**config.mk**
```make
export PLATFORM = sky130hd
export DESIGN_NAME = updi_txn_engine
export DESIGN_NICKNAME = d
export VERILOG_FILES = /design/src/rtl/updi_txn_engine.sv
export SDC_FILE = /design/constraint.sdc
export NUM_CORES = 1
export LEC_CHECK = 0
export CAP_MARGIN = 20
export CORE_AREA = 2 2 122 124
export CTS_CLUSTER_SIZE = 40
export DETAILED_ROUTE_END_ITERATION = 6
export DIE_AREA = 0 0 124 126
export PLACE_DENSITY = 0.53
export SLEW_MARGIN = 10
export SYNTH_ARGS = -nofsm -noshare
export SYNTH_HDL_FRONTEND = slang
export SYNTH_SLANG_ARGS = --single-unit
export TNS_END_PERCENT = 20
```
**constraint.sdc**
```tcl
create_clock -name clk -period 3.25 [get_ports clk]
set_input_delay 0.975 -clock clk [delete_from_list [all_inputs] [get_ports clk]]
set_output_delay 0.975 -clock clk [all_outputs]
set_load 0.02 [all_outputs]
```
**src/rtl/updi_txn_engine.sv**
```systemverilog
// UPDI transaction sequencer: sends SYNCH, opcode and payload to the PHY, checks every echo,
// collects up to three response bytes, or runs a double break. Returns data plus an error flag.
module updi_txn_engine #(
    parameter int         RESP_TIMEOUT_CLK = 200000,
    parameter logic [7:0] SYNCH_BYTE       = 8'h55
) (
    input  logic        clk,
    input  logic        rst,
    input  logic        cmd_valid,
    output logic        cmd_ready,
    input  logic        cmd_break,
    input  logic [7:0]  cmd_opcode,
    input  logic [1:0]  cmd_tx_len,
    input  logic [23:0] cmd_tx_data,
    input  logic [1:0]  cmd_rx_len,
    output logic        rsp_valid,
    output logic [23:0] rsp_data,
    output logic        rsp_error,
    output logic [7:0]  tx_fifo_data,
    output logic        tx_fifo_wr_en,
    input  logic        tx_fifo_full,
    input  logic [7:0]  rx_fifo_data,
    output logic        rx_fifo_rd_en,
    input  logic        rx_fifo_empty,
    input  logic        rx_error,
    output logic        db_start,
    input  logic        db_busy,
    input  logic        db_done
);

    localparam int               CNT_W        = $clog2(RESP_TIMEOUT_CLK + 1);
    localparam logic [CNT_W-1:0] TIMEOUT_LAST = CNT_W'(RESP_TIMEOUT_CLK - 1);

    typedef enum logic [2:0] {
        IDLE,
        BRK_START,
        BRK_WAIT,
        SEND,
        ECHO,
        RECV,
        DONE
    } state_t;

    state_t            state;
    state_t            state_nxt;

    logic [7:0]        opcode;
    logic [23:0]       tx_data;
    logic [1:0]        tx_len;
    logic [1:0]        rx_len;

    logic [2:0]        idx;
    logic              err;
    logic [CNT_W-1:0]  idle_cnt;
    logic [23:0]       rsp_buf;

    logic              accept;
    logic              pop;
    logic              in_rx;
    logic              last_push;
    logic              last_echo;
    logic              last_recv;
    logic              timeout;
    logic              echo_bad;
    logic [7:0]        cur_byte;
    logic [2:0]        send_n;
    logic [2:0]        recv_n;

    assign accept    = cmd_valid && (state == IDLE);
    assign in_rx     = (state == ECHO) || (state == RECV);
    assign send_n    = 3'd2 + {1'b0, tx_len};
    assign recv_n    = {1'b0, rx_len};

    assign cmd_ready     = (state == IDLE);
    assign tx_fifo_wr_en = (state == SEND) && !tx_fifo_full;
    assign tx_fifo_data  = (state == SEND) ? cur_byte : 8'h00;
    assign rx_fifo_rd_en = ((state == BRK_WAIT) || in_rx) && !rx_fifo_empty;
    assign db_start      = (state == BRK_START) && !db_busy;
    assign rsp_valid     = (state == DONE);
    assign rsp_error     = (state == DONE) && err;
    assign rsp_data      = rsp_buf;

    assign pop       = rx_fifo_rd_en;
    assign last_push = tx_fifo_wr_en && (idx == send_n - 3'd1);
    assign last_echo = (state == ECHO) && pop && (idx == send_n - 3'd1);
    assign last_recv = (state == RECV) && pop && (idx == recv_n - 3'd1);
    assign echo_bad  = (state == ECHO) && pop && (rx_fifo_data != cur_byte);
    // A pop in the expiring cycle keeps the transaction alive.
    assign timeout   = in_rx && !pop && (idle_cnt == TIMEOUT_LAST);

    // The same index walks the send list during SEND and the expected echoes during ECHO.
    always_comb begin
        case (idx)
            3'd0:    cur_byte = SYNCH_BYTE;
            3'd1:    cur_byte = opcode;
            3'd2:    cur_byte = tx_data[7:0];
            3'd3:    cur_byte = tx_data[15:8];
            default: cur_byte = tx_data[23:16];
        endcase
    end

    always_comb begin
        state_nxt = state;
        case (state)
            IDLE: begin
                if (cmd_valid) state_nxt = cmd_break ? BRK_START : SEND;
            end
            BRK_START: begin
                if (!db_busy) state_nxt = BRK_WAIT;
            end
            BRK_WAIT: begin
                if (db_done) state_nxt = DONE;
            end
            SEND: begin
                if (last_push) state_nxt = ECHO;
            end
            ECHO: begin
                if (timeout)        state_nxt = DONE;
                else if (last_echo) state_nxt = (rx_len == 2'd0) ? DONE : RECV;
            end
            RECV: begin
                if (timeout || last_recv) state_nxt = DONE;
            end
            DONE:    state_nxt = IDLE;
            default: state_nxt = IDLE;
        endcase
    end

    always_ff @(posedge clk or negedge rst) begin
        if (!rst) state <= IDLE;
        else      state <= state_nxt;
    end

    always_ff @(posedge clk) begin
        if (accept) begin
            opcode  <= cmd_opcode;
            tx_data <= cmd_tx_data;
            tx_len  <= cmd_tx_len;
            rx_len  <= cmd_rx_len;
        end
    end

    always_ff @(posedge clk or negedge rst) begin
        if (!rst) begin
            idx      <= 3'd0;
            idle_cnt <= '0;
            err      <= 1'b0;
            rsp_buf  <= 24'h0;
        end else begin
            if (accept || last_push || last_echo)
                idx <= 3'd0;
            else if (tx_fifo_wr_en || (in_rx && pop))
                idx <= idx + 3'd1;

            if (!in_rx || pop) idle_cnt <= '0;
            else               idle_cnt <= idle_cnt + 1'b1;

            if (accept) begin
                rsp_buf <= 24'h0;
            end else if ((state == RECV) && pop) begin
                case (idx[1:0])
                    2'd0:    rsp_buf[7:0]   <= rx_fifo_data;
                    2'd1:    rsp_buf[15:8]  <= rx_fifo_data;
                    default: rsp_buf[23:16] <= rx_fifo_data;
                endcase
            end

            if (accept || (state == DONE))
                err <= 1'b0;
            else if (echo_bad || timeout || (in_rx && rx_error))
                err <= 1'b1;
        end
    end

endmodule

```
==> results.cfg <==
[pwr]
switching_share_pct = 35.40
intPower_mw = 2.987
power.switching_mw = 1.637
irDropWorstVdd_mv = 0.3377
power_leakage_nw = 2.234
combPwrFrac_pct = 46.2
power_frac_seq_pct = 31.1
pwr-share-clk_pct = 22.7
power_density_mw_per_mm2 = 794.2
power_mw = 4.624

[critical_path]
critical_path_class = input pin to output port
critPathLaunchType = input pin
worstSetupEndpointType = output port
cp.required_ns = 2.27
crit_path_start = rx_fifo_empty
r2r-start = idx[0]$_DFFE_PN0P_
rr_worst_depth = 17
path_max_fanout = 2
crit_arrival_ns = 2.19

[outcome]
status = complete, no violations

[place]
dp_cells = 680
dpl_cell_area_mm2 = 0.005404
io_buffers = 90
gp_congestion = 0.8412
hpwl_mm = 8.006

[synthesis]
seq_area_frac_synth_pct = 56.20
ys_ff_latch = 85
avgSynthCellArea_um2 = 10.45
syn_area_mm2 = 0.004105
synth_warnings = 0
synth_area_leaders = dfrtp_1, edfxtp_1, a21oi_1
synthArstFlopShare_pct = 57.65
yosysTopAreaCellShare_pct = 29.87
yosysTopAreaCell = dfrtp_1
synth-edff-count = 36
syn_nets = 454
synth_cell_type_count = 56
synth-main-ff-cell = dfrtp_1
synth_cells = 393

[final_layout]
diodes = 0
fillCellCount = 1394
layout_commonest_cell = clkdlybuf4s50_1
layout_common_cells = clkdlybuf4s50_1, dfrtp_1, nand2_1
fin_cells = 708
nNetsFinal = 580
final_area_mm2 = 0.005822
area_growth_pct = 41.82
drive_gt1_share_pct = 15.65
multi_input_area_mm2 = 0.001728
seq_area_mm2 = 0.002307

[route]
vias = 3437
antenna_left = 0
dr.pass1.iters = 5
viasPerCell = 4.855
drt_iter0_markers = 165
drc = 0
wl_mm = 11.13
wire_per_inst_um = 15.72

[timing]
tns_ns = 0
slew_headroom_pct = 56.72
finalCritPeriodShare_pct = 97.47
clock-skew-final_ns = 0.004059
tightest_slew_ns = 0.6492
slew_viol_final = 0
clock.fmax_ghz = 0.3157
setup_violations = 0
whs_ns = 0.4972
period_needed_ns = 3.168
hold_violations = 0

[clock_tree]
clk_latency_ns = 0.34
cts.clk_slew.worst_paths_ns = 0.06
ctsHtreeMaxLevel = 3
cts_buffers = 9
cts_sinks = 85
cts_tree = yes
cts_root_buf = clkbuf_16
clockBufferDepth = 2

[worst_hold_path]
hold_depth = 1
worstHoldStart = idle_cnt[0]$_DFF_PN0_
hold_class = register to register

[die]
io-pin-count = 91
start_util_pct = 28.68
coreArea_mm2 = 0.01431
rows = 44
die_h_um = 126
die_x_um = 124
die_area_mm2 = 0.01562

[grt]
antenna_found_initial = 0
grt.total_usage_pct = 14.86
grt_pass1_wl_mm = 17.80
grt_pass1_vias = 3460
grt-ovfl-total = 0
grt_max_degree = 62

[flow_run]
cap_viol_max_count = 0
[through the flow]
stage               setup WS, ns  util, %
CTS                     -0.01316    40.50
floorplan                0.08075        -
global route           -0.005302    40.67
global placement        -0.04768    37.75
finish                   0.08234    40.67
detailed placement      -0.08670    37.75
[cells by family after synthesis]
group,count (synthesis),synth area share [%]
adders and majority gates,8,2.438
and+or+nand+nor,155,18.56
AOI/OAI and AO/OA,86,13.81
DFF,85,56.20
xor gates and xnor gates,26,5.547
muxes,1,0.2743
buffers and inverters,32,3.169
[critical path: stages]
cell and delay, ns:
clkdlybuf4s50_1 0.46, nor2_1 0.13, clkdlybuf4s50_1 0.62
[power groups by stage]
stage | Sequential [mW] | Clock [mW] | Combinational [mW]
2_1_floorplan | 1.55 | 0 | 0.987
3_3_place_gp | 1.46 | 0 | 1.88
3_5_place_dp | 1.46 | 0 | 1.90
4_1_cts | 1.44 | 1.08 | 2.07
5_1_grt | 1.46 | 1.11 | 2.34
6_report | 1.44 | 1.05 | 2.14
[metal layers]
| metal | track usage, % | up-vias | part of all wire [%] | routed length, um |
|---|---|---|---|---|
| met2 | 23.30 | 101 | 48 | 5302 |
| met1 | 20.27 | 1629 | 46 | 5157 |
| met5 | 0 | - | 0 | 0 |
| met3 | 2.582 | 19 | 4.1 | 451 |
| met4 | 6.081 | 0 | 1.9 | 216 |
| li1 | - | 1688 | - | - |
[path summary, 6_finish.rpt]
kind                                             to  slack [ns]
max reg2reg                         err$_DFFE_PN0P_        0.27
max in group asynchronous  rsp_data[23]$_DFFE_PN0P_        2.07
min reg2reg                   idle_cnt[0]$_DFF_PN0_        0.50
max                                   rx_fifo_rd_en        0.08
min                           idle_cnt[0]$_DFF_PN0_        0.50
min in group asynchronous      state[1]$_DFFE_PN0P_        0.74
[cell type report]
cell class | instances | share of cell area (%)
Tap cell | 184 | 3.954
Timing Repair Buffer | 133 | 20.61
Clock buffer | 13 | 4.470
Multi-Input combinational cell | 276 | 29.68
Clock inverter | 3 | 0.7522
Inverter | 14 | 0.9026
Sequential cell | 85 | 39.63
[flip-flops by register name, summed over array words and instances, names as in the netlist]
register,flops
opcode,8
idle_cnt,18
tx_data,24
state,3
rx_len,2
tx_len,2
rsp_data,24
err,1
idx,3
[Yosys cell counts (10+ instances only)]
cell and n:
dfrtp_1 49, nand2_1 46, edfxtp_1 36, a21oi_1 35, nand3_1 30, nor2_1 30, xor2_1 15, clkbuf_1 14
inv_1 13, xnor2_1 11, nor3_1 10, o21ai_0 10
[repair_timing]
action | CTS | global route
pin swaps | 4 | 4
gates resized for setup | 32 | 15
setup buffers | 10 | 2
endpoints found under the setup margin | 9 | 9
endpoints found under the hold margin | 0 | 0
hold buffers | 0 | 0
(Power assumes the default switching activity.)
